File: src/rtl/vga_sched_pkg.sv
`default_nettype none
// +--------------------------------------------------------------------------+
// | vga_sched_pkg : shared state type and constants for the VGA prefetcher    |
// | Revision: 1.0                                                             |
// +--------------------------------------------------------------------------+
package vga_sched_pkg;

  typedef enum logic [1:0] {
    IDLE      = 2'd0,
    STREAM    = 2'd1,
    FRAME_END = 2'd2,
    PAUSE     = 2'd3
  } sched_state_t;

  localparam int FRAME_WORDS_DEFAULT = 307200;
  localparam int c_VGA_IDX_W         = 19;

endpackage
`default_nettype wire

File: src/rtl/vga_credit_counter.sv
`default_nettype none
// +--------------------------------------------------------------------------+
// | vga_credit_counter : in-flight read counter, retire-underflow flag, cap   |
// | Revision: 1.0                                                             |
// +--------------------------------------------------------------------------+
module vga_credit_counter #(
  parameter int MAX_OUTSTANDING = 64,
  parameter int CNT_W           = 7
) (
  input  logic             clk,
  input  logic             portV_arst,
  input  logic             inc,
  input  logic             dec,
  output logic [CNT_W-1:0] count,
  output logic             below_cap,
  output logic             retire_err
);

  logic [CNT_W-1:0] r_count;
  logic             r_err;

  // Simultaneous inc/dec cancel; a lone retire at zero is a protocol error.
  always_ff @(posedge clk or posedge portV_arst) begin
    if (portV_arst) begin
      r_count <= '0;
      r_err   <= 1'b0;
    end else if (inc && !dec) begin
      r_count <= r_count + 1'b1;
    end else if (dec && !inc) begin
      if (r_count == '0) r_err   <= 1'b1;
      else               r_count <= r_count - 1'b1;
    end
  end

  assign count      = r_count;
  assign below_cap  = (r_count < CNT_W'(MAX_OUTSTANDING));
  assign retire_err = r_err;

endmodule
`default_nettype wire

File: src/rtl/vga_prefetch_scheduler.sv
`default_nettype none
// +--------------------------------------------------------------------------+
// | vga_prefetch_scheduler : credit-based VGA read issue, frame-aligned swap  |
// | Optional VGA_PREFETCH_STATS_EN adds underrun/peak statistics outputs.     |
// | Revision: 1.0                                                             |
// +--------------------------------------------------------------------------+
module vga_prefetch_scheduler
  import vga_sched_pkg::*;
#(
  parameter int FRAME_WORDS     = FRAME_WORDS_DEFAULT,
  parameter int ADDR_W          = 25,
  parameter int MARGIN          = 20,
  parameter int MAX_OUTSTANDING = 64
) (
  input  logic              clk,
  input  logic              portV_arst,
  input  logic              enable,
  input  logic [ADDR_W-1:0] buf0_base,
  input  logic [ADDR_W-1:0] buf1_base,
  input  logic              swap_req,
  input  logic [7:0]        cmdb_usedw,
  input  logic [8:0]        out_usedw,
  input  logic              rsp_retire,
  output logic              cmd_valid,
  input  logic              cmd_ready,
  output logic [ADDR_W-1:0] cmd_addr,
  output logic [ADDR_W-1:0] active_base,
  output logic              frame_start,
  output logic              swap_ack,
  output logic              retire_err
`ifdef VGA_PREFETCH_STATS_EN
  ,
  output logic [15:0]       underrun_count,
  output logic [7:0]        peak_outstanding
`endif
);

  localparam int                     c_CNT_W    = $clog2(MAX_OUTSTANDING + 1);
  localparam logic [c_VGA_IDX_W-1:0] c_LAST_IDX = c_VGA_IDX_W'(FRAME_WORDS - 1);

  sched_state_t           r_state;
  sched_state_t           w_state_nxt;
  logic [c_VGA_IDX_W-1:0] r_index;
  logic                   r_cmd_valid;
  logic [ADDR_W-1:0]      r_cmd_addr;
  logic                   r_sel;
  logic                   r_swap_pending;
  logic                   r_swap_ack;

  logic [c_CNT_W-1:0]     w_outstanding;
  logic                   w_below_cap;
  logic                   w_accept;
  logic                   w_last;
  logic                   w_take_swap;
  logic [9:0]             w_demand;
  logic [9:0]             w_allow;
  logic                   w_credit_ok;
  logic                   w_issue;
  logic [ADDR_W-1:0]      w_base;

  assign w_accept    = r_cmd_valid & cmd_ready;
  assign w_last      = (r_index == c_LAST_IDX);
  assign w_take_swap = w_accept & w_last & r_swap_pending;
  assign w_base      = r_sel ? buf1_base : buf0_base;

  // Data already buffered plus reads in flight must stay below the allowance.
  assign w_demand    = {1'b0, out_usedw} + 10'(w_outstanding);
  assign w_allow     = 10'(cmdb_usedw >> 1) + 10'(MARGIN);
  assign w_credit_ok = (w_demand < w_allow);
  assign w_issue     = (r_state == STREAM) & enable & ~r_cmd_valid
                     & w_credit_ok & w_below_cap;

  vga_credit_counter #(
    .MAX_OUTSTANDING (MAX_OUTSTANDING),
    .CNT_W           (c_CNT_W)
  ) u_credit (
    .clk        (clk),
    .portV_arst (portV_arst),
    .inc        (w_accept),
    .dec        (rsp_retire),
    .count      (w_outstanding),
    .below_cap  (w_below_cap),
    .retire_err (retire_err)
  );

  always_ff @(posedge clk or posedge portV_arst) begin
    if (portV_arst) r_state <= IDLE;
    else            r_state <= w_state_nxt;
  end

  always_comb begin
    w_state_nxt = r_state;
    case (r_state)
      IDLE:      if (enable) w_state_nxt = STREAM;
      STREAM: begin
        if (w_accept && w_last)          w_state_nxt = FRAME_END;
        else if (!enable && !r_cmd_valid) w_state_nxt = PAUSE;
      end
      FRAME_END: w_state_nxt = enable ? STREAM : PAUSE;
      PAUSE:     if (w_outstanding == '0) w_state_nxt = IDLE;
      default:   w_state_nxt = IDLE;
    endcase
  end

  // The buffer flip happens on the last-word accept so the new base is
  // already visible during the FRAME_END cycle alongside swap_ack.
  always_ff @(posedge clk or posedge portV_arst) begin
    if (portV_arst) begin
      r_index        <= '0;
      r_cmd_valid    <= 1'b0;
      r_cmd_addr     <= '0;
      r_sel          <= 1'b0;
      r_swap_pending <= 1'b0;
      r_swap_ack     <= 1'b0;
    end else begin
      r_swap_ack <= w_take_swap;
      if (w_take_swap) begin
        r_sel          <= ~r_sel;
        r_swap_pending <= 1'b0;
      end else if (swap_req) begin
        r_swap_pending <= 1'b1;
      end

      if (r_state == IDLE) r_index <= '0;
      else if (w_accept)   r_index <= w_last ? '0 : r_index + 1'b1;

      if (w_issue) begin
        r_cmd_valid <= 1'b1;
        r_cmd_addr  <= w_base + ADDR_W'(r_index);
      end else if (w_accept) begin
        r_cmd_valid <= 1'b0;
      end
    end
  end

  assign cmd_valid   = r_cmd_valid;
  assign cmd_addr    = r_cmd_addr;
  assign active_base = w_base;
  assign swap_ack    = r_swap_ack;
  assign frame_start = w_accept & (r_index == '0);

`ifdef VGA_PREFETCH_STATS_EN
  logic [15:0] r_underrun;
  logic [7:0]  r_peak;

  always_ff @(posedge clk or posedge portV_arst) begin
    if (portV_arst) begin
      r_underrun <= '0;
      r_peak     <= '0;
    end else begin
      if ((r_state == STREAM) && (out_usedw == '0) && (r_underrun != 16'hFFFF))
        r_underrun <= r_underrun + 1'b1;
      if (8'(w_outstanding) > r_peak)
        r_peak <= 8'(w_outstanding);
    end
  end

  assign underrun_count   = r_underrun;
  assign peak_outstanding = r_peak;
`endif

endmodule
`default_nettype wire

File: config.mk
export PLATFORM = sky130hd
export DESIGN_NAME = vga_prefetch_scheduler
export DESIGN_NICKNAME = d
export VERILOG_FILES = /design/src/rtl/vga_sched_pkg.sv /design/src/rtl/vga_credit_counter.sv /design/src/rtl/vga_prefetch_scheduler.sv
export SDC_FILE = /design/constraint.sdc
export NUM_CORES = 1
export LEC_CHECK = 0
export BUFFER_PORTS_ARGS = -buffer_cell sky130_fd_sc_hd__buf_2
export CORE_MARGIN = 2
export CORE_UTILIZATION = 50
export DETAILED_ROUTE_END_ITERATION = 8
export PLACE_DENSITY = 0.89
export RECOVER_POWER = 50
export SYNTH_ARGS = -nofsm -noshare
export SYNTH_HDL_FRONTEND = slang
export SYNTH_SLANG_ARGS = --single-unit
File: constraint.sdc
create_clock -name clk -period 8.8 [get_ports clk]
set_input_delay 0.88 -clock clk [delete_from_list [all_inputs] [get_ports clk]]
set_output_delay 0.88 -clock clk [all_outputs]
set_load 0.005 [all_outputs]
==> results of run 1 <==
## flip-flops by register name (all words and copies together), names as in the netlist
name / flops
cmd_addr: 25
cmd_valid: 1
r_index: 19
r_sel: 1
r_state: 2
r_swap_pending: 1
swap_ack: 1
u_credit.count: 7
u_credit.retire_err: 1
## power by group through the flow
stage	combinational, uW	clock (uW)	sequential, uW
after global routing	575	234	421
after floorplan	350	0	399
final	503	217	409
after CTS	510	222	409
after global placement	482	0	407
after detailed placement	508	0	413
## synth_stat cells, types with 5 or more instances
library cell,instances,area (um2)
o21ai_2,5,43.8
nor3_1,6,30.0
clkbuf_1,5,18.8
a21oi_1,33,165
o21a_1,8,60.1
dfrtp_1,58,1450
nor4_1,5,31.3
a21o_1,18,135
nor2_1,44,165
nand4_1,10,62.6
xnor2_1,25,219
o21ai_0,35,175
nand2_1,55,206
o31ai_1,5,37.5
mux2_2,22,248
inv_1,22,82.6
xor2_1,19,166
nand3_1,16,80.1
ha_1,43,538
## stage by stage
step	std cells	hold WS (ns)	setup slack [ns]
floorplan	524	0.451	5.33
global placement	748	0.450	4.83
detailed placement	748	0.446	4.74
CTS	764	0.468	5.09
global route	764	0.504	4.67
finish	764	0.466	5.08
## layout make-up
cell class | count | area share [%]
timing repair buffer | 128 | 11.4
inverter | 22 | 1.49
tap | 111 | 2.50
clock inverter | 5 | 0.542
clock buffer | 11 | 2.55
multi-input combinational | 429 | 55.3
sequential | 58 | 26.2
## logic make-up after synthesis
kind of cell / count (synthesis)
xor+xnor: 44
flops: 58
compound gates: 145
fa+ha+maj: 46
simple gates: 165
mux: 29
buf+inv: 37
## worst max path at each step
stage,start,end,slack [ns],depth (start not counted)
after detailed placement,out_usedw[0],cmd_addr[19],4.74,13
after global placement,out_usedw[0],cmd_addr[19],4.83,13
after CTS,out_usedw[0],cmd_addr[19],5.09,13
after floorplan,out_usedw[0],cmd_addr[0],5.33,12
after global routing,portV_arst,r_index[12],4.67,3
final,out_usedw[0],cmd_addr[19],5.08,13
## layer usage
layer	vias up	wire (um)	global-route usage [%]
met4	0	436	10.7
met3	36	650	4.51
met5	-	0	0
met1	2098	5240	31.4
met2	151	5880	40.1
li1	2154	-	-
==> results.ini, run 1 <==
[outcome]
status = finished, violations left
violations = capacitance limit, slew limit

[sta]
finalHoldViolCount = 0
fin_crit_ns = 3.72
relSlewSlack_pct = -104
setup_tns_ns = 0
clock.fmax_mhz = 269
rsz0062_at_grt = false
skew_ns = 0.00575
worstMarginPinSlew_ns = 3.06
setup_viol = 0
final_max_slew_viol_count = 59
fin_crit_sh_pct = 42.3

[clock_network]
cts.sinks = 58
h-tree-depth = 3
clk_latency_ns = 0.34
cts_root_buffer = clkbuf_8
cts_buffers = 9
hold_buffers = 0
cts_resized = 0
post-cts-setup-buffers = 0
clk_path_buf_depth = 2
cts_tree = yes
clkSlewWorstSetupHoldPaths_ns = 0.07

[worst_setup_path]
critical-path-slowest-cell = fa_1
timing.rr.start = u_credit.count[0]
cp_top_family = compound AO/OA/AOI/OAI gates
worstPathArrival_ns = 3.95
max_stage_delay_ns = 0.43
setup.worst_path.start_class = primary input
path_cells = buf_2 -> ha_1 -> fa_1 -> a211o_1 -> a211oi_2 -> nor2_1 -> a21oi_1 -> ha_1 -> a21o_1 -> a21oi_1 -> o221ai_4 -> buf_4 -> mux2_4
rr_worst_depth = 12
rrSetupSlack_ns = 5.21
crit_path_end_kind = register
worstSetupPathType = in2reg
critPathMaxFanout = 48
crit_buf_inv = 2
timing.rr.end = cmd_addr[19]
worstPathRequired_ns = 9.03

[logic_synthesis]
yosysSeqAreaShare_pct = 31.0
yosys_most_used_dff = dfrtp_1
async_reset_ff_share_pct = 100
synth.cell_area_um2 = 4680
synthCells = 524
synth_top_family_by_area = compound AO/OA/AOI/OAI gates
syn_nets = 643
synth_warnings = 0
netlist-cell-type-count = 63
synthSimpleGateAreaFrac_pct = 16.5
ys_ff_latch = 58
synth_fa_ha_area_share_pct = 12.8
synth-edff-count = 0
synth_compound_area_share_pct = 20.7
synthXorXnorAreaFrac_pct = 8.24
muxShareOfSynthArea_pct = 7.11
syn_area_per_cell_um2 = 8.93

[finish]
multi_input_area_um2 = 3070
drive_gt1_share_pct = 26.5
area_delta_synth_final_pct = 18.5
fillers = 772
mostFrequentLayoutCells = 115 x buf_2, 58 x dfrtp_1, 55 x nand2_1
antenna_cells = 0
final_common_cell = buf_2
final_area_um2 = 5550
final_net_count = 767
post-route-util_pct = 60.6
regArea_um2 = 1450

[route]
first_iter_violations = 221
viasPerCell = 5.81
num_vias = 4439
wl_per_cell_um = 16.0
drc = 0
drtAntennaViolNets = 0
drt_wl_total_um = 12200
first_pass_iters = 4

[power_and_ir_drop]
power_switching_uw = 437
power_uw = 1130
p_int_uw = 692
clockPowerShare_pct = 19.2
power_frac_comb_pct = 44.6
ir_drop_mv = 0.153
leakagePower_uw = 0.00272
p_sw_share_pct = 38.7
pwr_density_cell_nw_per_um2 = 204
power_frac_seq_pct = 36.2

[die]
start_util_pct = 51.1
floorplan.die.height_um = 101
die_area_um2 = 10100
num_rows = 35
pin_count = 127
design.core.area_um2 = 9150
die_w_um = 101

[hold_path]
hp-class = reg2reg
hp-start = u_credit.retire_err
holdPathStages = 1
hold_end = u_credit.retire_err

[global_routing]
gr-usage-all-layers_pct = 24.4
grt_pass1_wl_um = 19900
grt_max_degree = 59
grt.overflow.total = 0
grt_pass1_vias = 4357
antenna_found_initial = 0

[job]
max_cap_violations = 1

[placed_design]
dp_hpwl_um = 9740
dpl_cell_area_um2 = 5390
gp_congestion = 0.928
portBuffers = 125

Note: power is estimated with default switching activity, not from simulation.
==> inputs of run 2 (changes only) <==
Clock period 8.8 ns to 3.59 ns, I/O delays scaled along.
==> run 2 against run 1 <==
Highest routed layer unchanged. Utilization rose by 2.0 points. Critical path type is now reg2reg. The flow now finishes without violations. First-iteration DRC count rose by 24%. Cell area rose by 3.3%. Die area did not move. Clock power rose to 3.1 times the previous value. Power rose to 2.7 times the previous value. Register-to-register slack got worse by 5.0 ns. Sequential cell count did not move. Non-clock buffer count rose by 9. Clock skew rose by 0.0024 ns.
==> results.ini, run 2 (synthesis results as in run 1) <==
[outcome]
status = completed

[worst_setup_path]
timing.rr.end = cmd_addr[20]
worstPathArrival_ns = 3.66  ; -0.29 ns
worstSetupPathType = reg2reg
crit_path_end_kind = register
rr_worst_depth = 16  ; +4
setup.worst_path.start_class = register
cp_top_family = compound AO/OA/AOI/OAI gates
crit_buf_inv = 3  ; +1
max_stage_delay_ns = 0.49  ; +0.06 ns
rrSetupSlack_ns = 0.19  ; -5.02 ns
critPathMaxFanout = 8  ; -83%
worstPathRequired_ns = 3.84  ; -5.19 ns
timing.rr.start = u_credit.count[1]
path_cells = ha_1 -> a211oi_1 -> nor2_1 -> o31a_1 -> o21a_1 -> nor2_1 -> xnor2_1 -> ha_1 -> nor4_1 -> o2111ai_1 -> a21oi_2 -> buf_4 -> o221ai_4 -> buf_12 -> buf_4 -> o21ai_0
critical-path-slowest-cell = dfrtp_1

[global_routing]
grt_max_degree = 34  ; -42%
grt_pass1_vias = 4276  ; -1.9%
gr-usage-all-layers_pct = 24.1  ; -0.28 points
antenna_found_initial = 0  ; unchanged
grt.overflow.total = 0  ; unchanged
grt_pass1_wl_um = 19700  ; -1.2%

[finish]
final_net_count = 778  ; +1.4%
final_common_cell = buf_2
final_area_um2 = 5730  ; +3.3%
antenna_cells = 0  ; unchanged
mostFrequentLayoutCells = 114 x buf_2, 58 x dfrtp_1, 55 x nand2_1
drive_gt1_share_pct = 27.7  ; +1.2 points
largest_reg_flops = 25  ; unchanged
area_delta_synth_final_pct = 22.4

[sta]
relSlewSlack_pct = 7.08  ; +110 points
hold_ws_ns = 0.237  ; -0.228 ns
setup_viol = 0  ; unchanged
worstMarginPinSlew_ns = 1.39  ; -1.67 ns
skew_ns = 0.00818  ; +0.00243 ns
fin_crit_ns = 3.40
rsz0062_at_grt = false
clock.fmax_mhz = 294
finalHoldViolCount = 0  ; unchanged
fin_crit_sh_pct = 94.8
final_max_slew_viol_count = 0  ; -100%

[clock_network]
h-tree-depth = 3  ; unchanged
cts.sinks = 58  ; unchanged
cts_tree = yes
clk_latency_ns = 0.34  ; about the same
clk_path_buf_depth = 2  ; unchanged
cts_buffers = 9  ; unchanged
cts_root_buffer = clkbuf_8
clkSlewWorstSetupHoldPaths_ns = 0.07  ; about the same

[die]
start_util_pct = 51.1  ; unchanged
die_w_um = 101  ; unchanged
design.core.area_um2 = 9150  ; unchanged
pin_count = 127  ; unchanged
floorplan.die.height_um = 101  ; unchanged
die_area_um2 = 10100  ; unchanged
num_rows = 35  ; unchanged

[route]
num_vias = 4536  ; +2.2%
drt_wl_total_um = 12800  ; +4.7%
first_iter_violations = 275  ; +24%
drtAntennaViolNets = 0  ; unchanged
viasPerCell = 5.85  ; +0.73%
drc = 0  ; unchanged
wl_per_cell_um = 16.5  ; +3.2%
first_pass_iters = 4  ; unchanged

[placed_design]
portBuffers = 125  ; unchanged
gp_congestion = 0.920  ; -0.88%
dpl_cell_area_um2 = 5450  ; +1.1%
dp_hpwl_um = 9790  ; +0.56%

[power_and_ir_drop]
leakagePower_uw = 0.00279  ; +2.8%
pwr_density_cell_nw_per_um2 = 523  ; +160%
ir_drop_mv = 0.449  ; +190%

[job]
max_cap_violations = 0  ; -1

[hold_path]
hp-start = cmd_ready
holdPathStages = 2  ; +1
hp-class = in2reg
hold_end = cmd_valid

-- run 2: cell types whose count changed in the layout (fill, tap and decap cells not counted) --
cell and delta:
clkbuf_1 +1, buf_2 -1, o221ai_2 +1, buf_4 +7
clkinv_2 -1, o221ai_4 +1, clkinvlp_4 -1, inv_1 +1
bufinv_16 +2, a21oi_2 +1, a21oi_1 -1, buf_12 +2
clkinv_1 -1
-- run 2: worst max path at each step --
stage	start	endpoint	cells after the start
finish	u_credit.count[1]	cmd_addr[20]	16
global route	u_credit.count[1]	cmd_addr[20]	16
global placement	out_usedw[0]	cmd_addr[17]	14
detailed placement	out_usedw[0]	cmd_addr[17]	14
floorplan	r_sel	cmd_addr[10]	13
CTS	u_credit.count[0]	cmd_addr[11]	13
-- run 2: final cells by class --
| cell class | instances | area, um2 |
|---|---|---|
| fill | 768 | 3420 |
| inverter | 22 | 82.6 |
| clock buffer | 11 | 141 |
| timing repair buffer | 137 | 723 |
| sequential | 58 | 1450 |
| multi-input combinational | 431 | 3110 |
| tap | 111 | 139 |
| clock inverter | 5 | 77.6 |
-- run 2: per-stage QoR --
| stage | setup TNS (ns) | power [uW] | setup WS, ns | util, % | std cells |
|---|---|---|---|---|---|
| 6_report | 0 | 2990 | 0.186 | 62.6 | 775 |
| 5_1_grt | 0 | 3230 | 0.0146 | 62.6 | 775 |
| 4_1_cts | 0 | 2950 | 0.0245 | 61.9 | 770 |
| 3_5_place_dp | -0.101 | 2270 | -0.0359 | 59.5 | 754 |
| 3_3_place_gp | 0 | 2200 | 0.109 | 59.5 | 754 |
| 2_1_floorplan | 0 | 1840 | 0.509 | - | 524 |
-- run 2: what timing repair did --
item,in CTS,in global routing
hold buffers,0,0
resized for setup,0,2
setup endpoints to repair,0,25
buffers inserted,0,3
-- run 2: metal layers --
| metal | vias up | GRT usage (%) | routed length, um |
|---|---|---|---|
| li1 | 2187 | - | - |
| met1 | 2193 | 31.6 | 5480 |
| met2 | 137 | 41.0 | 6410 |
| met3 | 19 | 3.40 | 644 |
| met4 | 0 | 8.11 | 241 |
| met5 | - | 0 | 0 |
-- run 2: report_power, final --
part / switching [uW] / internal, uW / total [uW] / leakage [uW]
Sequential: 160 / 836 / 996 / 0.000760
Clock: 268 / 408 / 676 / 0.000109
Combinational: 706 / 617 / 1320 / 0.00192
==> inputs of run 3 (changes only) <==
Settings changed: PLACE_DENSITY 0.89 to 0.88, SYNTH_HIERARCHICAL set to 1.
==> run 3 against run 2 <==
The run now ends with capacitance limit, slew limit left. Synthesized area grew 8.6%. First-iteration DRC count rose by 46%. Power grew 8.1%. Die area grew 8.2%. Register-to-register slack worse by 0.04 ns. Clock power is 3% higher. Largest power group unchanged. Sequential cell count did not move. Combinational power grew 17%. Clock-buffer cell count did not move. Sequential share of layout area shrank 1.6 points. Cell area increased by 6.8%.
==> results.ini, run 3 <==
[finish]
regArea_um2 = 1450  ; about the same
mostFrequentLayoutCells = 108 x buf_2, 57 x dfrtp_1, 48 x nor2_1
largest_reg_flops = 25  ; unchanged
post-route-util_pct = 62.3  ; -0.29 points
final_cells = 837  ; +8.0%
area_delta_synth_final_pct = 20.4
final_common_cell = buf_2
fillers = 805  ; +4.8%
final_net_count = 819  ; +5.3%
drive_gt1_share_pct = 27.1  ; -0.58 points
antenna_cells = 0  ; unchanged
multi_input_area_um2 = 3460  ; +11%

[clock_network]
clkSlewWorstSetupHoldPaths_ns = 0.07  ; about the same
h-tree-depth = 3  ; unchanged
clk_path_buf_depth = 2  ; unchanged
cts.sinks = 58  ; unchanged
cts_root_buffer = clkbuf_8
cts_buffers = 9  ; unchanged
clk_latency_ns = 0.35  ; about the same
cts_tree = yes

[logic_synthesis]
synth_warnings = 6  ; +6
yosys_most_used_dff = dfrtp_1
syn_nets = 690  ; +7.3%
synth_top_area_share_pct = 28.6  ; -2.4 points
ys_ff_latch = 58  ; unchanged
async_reset_ff_share_pct = 100  ; unchanged
synthTopCellsByArea = dfrtp_1 29%, ha_1 11%, mux2_2 7.3%, o31ai_1 4.0%, nor2_1 3.5%
synthCells = 570  ; +8.8%
synth-edff-count = 0  ; unchanged
synth.cell_area_um2 = 5080  ; +8.6%
yosysTopAreaCell = dfrtp_1
yosysSeqAreaShare_pct = 28.6  ; -2.4 points
netlist_top_cells_count = 58 x dfrtp_1, 48 x nor2_1, 44 x ha_1
syn_area_per_cell_um2 = 8.91  ; -0.20%
synth_most_common_cell = dfrtp_1
netlist-cell-type-count = 67  ; +6.3%

[worst_setup_path]
timing.rr.end = cmd_addr[18]
timing.rr.start = u_credit/count[3]
critPathMaxFanout = 26  ; +18
rr_worst_depth = 15  ; -1
path_cells = ha_4 -> o21ai_1 -> o21bai_1 -> a21oi_2 -> o21bai_1 -> a21oi_1 -> xnor2_1 -> ha_1 -> nor4b_2 -> o2111ai_2 -> a21oi_2 -> o31ai_2 -> or3_1 -> buf_12 -> o41ai_4
crit_path_end_kind = register
worstPathArrival_ns = 3.70  ; +0.04 ns
setup.worst_path.start_class = register
critical-path-slowest-cell = dfrtp_1
rrSetupSlack_ns = 0.14  ; -0.04 ns
worstPathRequired_ns = 3.84  ; about the same
max_stage_delay_ns = 0.48  ; about the same
worstSetupPathType = reg2reg

[sta]
setup_tns_ns = 0  ; unchanged
finalHoldViolCount = 0  ; unchanged
setup_viol = 0  ; unchanged
clock.fmax_mhz = 290  ; -1.3%
skew_ns = 0.0146  ; +0.00644 ns
worstMarginPinSlew_ns = 1.93  ; +0.535 ns
relSlewSlack_pct = -28.7  ; -36 points
final_max_slew_viol_count = 51  ; +51
fin_crit_ns = 3.45  ; +0.0444 ns
fin_crit_sh_pct = 96.1  ; +1.2 points

[global_routing]
grt_max_degree = 51  ; +50%
grt_pass1_wl_um = 23600  ; +20%
gr-usage-all-layers_pct = 26.1  ; +2.0 points
antenna_found_initial = 0  ; unchanged
grt_pass1_vias = 5055  ; +18%
grt.overflow.total = 0  ; unchanged

[die]
num_rows = 36  ; +2.9%
floorplan.die.height_um = 105  ; +4.0%
pin_count = 127  ; unchanged
die_area_um2 = 11000  ; +8.2%
start_util_pct = 51.7  ; +0.61 points
design.core.area_um2 = 9820  ; +7.3%
die_w_um = 105  ; +4.0%

[power_and_ir_drop]
leakagePower_uw = 0.00283  ; +1.4%
ir_drop_mv = 0.393  ; -12%
pwr_density_cell_nw_per_um2 = 529  ; +1.2%

[placed_design]
gp_congestion = 0.941  ; +2.2%
dp_hpwl_um = 10900  ; +12%
portBuffers = 125  ; unchanged
placed_cells = 819  ; +8.6%

[route]
viasPerCell = 6.14  ; +4.8%
drt_wl_total_um = 14300  ; +12%
wl_per_cell_um = 17.0  ; +3.3%
drc = 0  ; unchanged
num_vias = 5135  ; +13%
first_iter_violations = 402  ; +46%
first_pass_iters = 5  ; +1
drtAntennaViolNets = 0  ; unchanged

[hold_path]
hp-class = in2reg
holdPathStages = 3  ; +1
hp-start = swap_req
hold_end = r_swap_pending

[job]
max_cap_violations = 1  ; +1

[outcome]
status = finished, violations left
violations = capacitance limit, slew limit

==> run 3: changes by cell type after synthesis, moves of 5 or more <==
cell      previous run  this run
o31ai_1              5        27
nand2_1             55        38
mux2_2              22        33
nor3_1               6        16
o21ai_0             35        25
clkbuf_1             5        13
xnor2_1             25        19
a211oi_1             4         9
o211ai_1             2         7
o21ai_2              5         0
==> run 3: routing by layer <==
| metal | routed length, um | track usage, % | share of wire (%) | vias up |
|---|---|---|---|---|
| met2 | 7150 | 44.8 | 50 | 248 |
| met4 | 529 | 12.8 | 3.7 | 0 |
| met3 | 961 | 4.43 | 6.7 | 57 |
| met5 | 0 | 0 | 0 | - |
| met1 | 5620 | 31.6 | 39 | 2440 |
| li1 | - | - | - | 2390 |
==> run 3: logic make-up (layout without fill, tap and decap cells) <==
| group | after synthesis | after routing | synth area share [%] |
|---|---|---|---|
| AND/OR/NAND/NOR | 183 | 183 | 18.5 |
| AO/OA/AOI/OAI | 158 | 158 | 21.7 |
| flip-flops | 58 | 58 | 28.6 |
| adder cells (fa/ha/maj) | 47 | 47 | 12.0 |
| buffers and inverters | 47 | 181 | 4.01 |
| multiplexers | 40 | 40 | 8.79 |
| XOR/XNOR | 37 | 37 | 6.38 |
==> run 3: through the flow <==
step / setup WS [ns] / instance area, um2 / total power (uW) / hold slack [ns]
floorplan: 0.0864 / 5080 / 2010 / 0.175
global placement: 0.112 / 5870 / 2400 / 0.336
detailed placement: -0.00621 / 5870 / 2500 / 0.346
CTS: 0.0739 / 6100 / 3200 / 0.249
global route: -0.0195 / 6120 / 3480 / 0.239
finish: 0.141 / 6120 / 3240 / 0.248
==> run 3: report_power, final <==
| part | leakage (uW) | internal, uW | switching (uW) |
|---|---|---|---|
| clock | 0.000109 | 408 | 286 |
| sequential | 0.000751 | 831 | 158 |
| combinational | 0.00197 | 739 | 815 |
==> run 3: worst max path at each step <==
stage	start	to	slack (ns)	cells after the start
2_1_floorplan	u_credit/count[0]	cmd_addr[18]	0.09	16
3_3_place_gp	out_usedw[0]	cmd_addr[18]	0.11	16
3_5_place_dp	out_usedw[0]	cmd_addr[18]	-0.006	16
4_1_cts	u_credit/count[2]	cmd_addr[18]	0.07	15
5_1_grt	u_credit/count[3]	cmd_addr[18]	-0.02	15
6_report	u_credit/count[3]	cmd_addr[18]	0.14	15
==> run 3: worst max-delay path: cells and delay by family (launching register included) <==
family | cells | cell delay [ns]
XOR/XNOR | 1 | 0.14
AND/OR/NAND/NOR | 2 | 0.68
flip-flops | 1 | 0.48
AO/OA/AOI/OAI | 9 | 1.32
buffers and inverters | 1 | 0.18
adder cells (fa/ha/maj) | 2 | 0.54
==> run 3: final cells by class <==
cell class / count / share of cell area, %
clock inverter: 5 / 1.27
inverter: 26 / 1.60
clock buffer: 11 / 2.31
multi-input combinational: 465 / 56.5
timing repair buffer: 139 / 11.8
sequential: 58 / 23.7
tap: 133 / 2.72
==> run 3: timing repair <==
action / in CTS / in global routing
gates resized for setup: 0 / 12
setup buffers: 0 / 1
endpoints found under the hold margin: 8 / 0
hold buffers: 1 / 0
setup endpoints to repair: 0 / 25
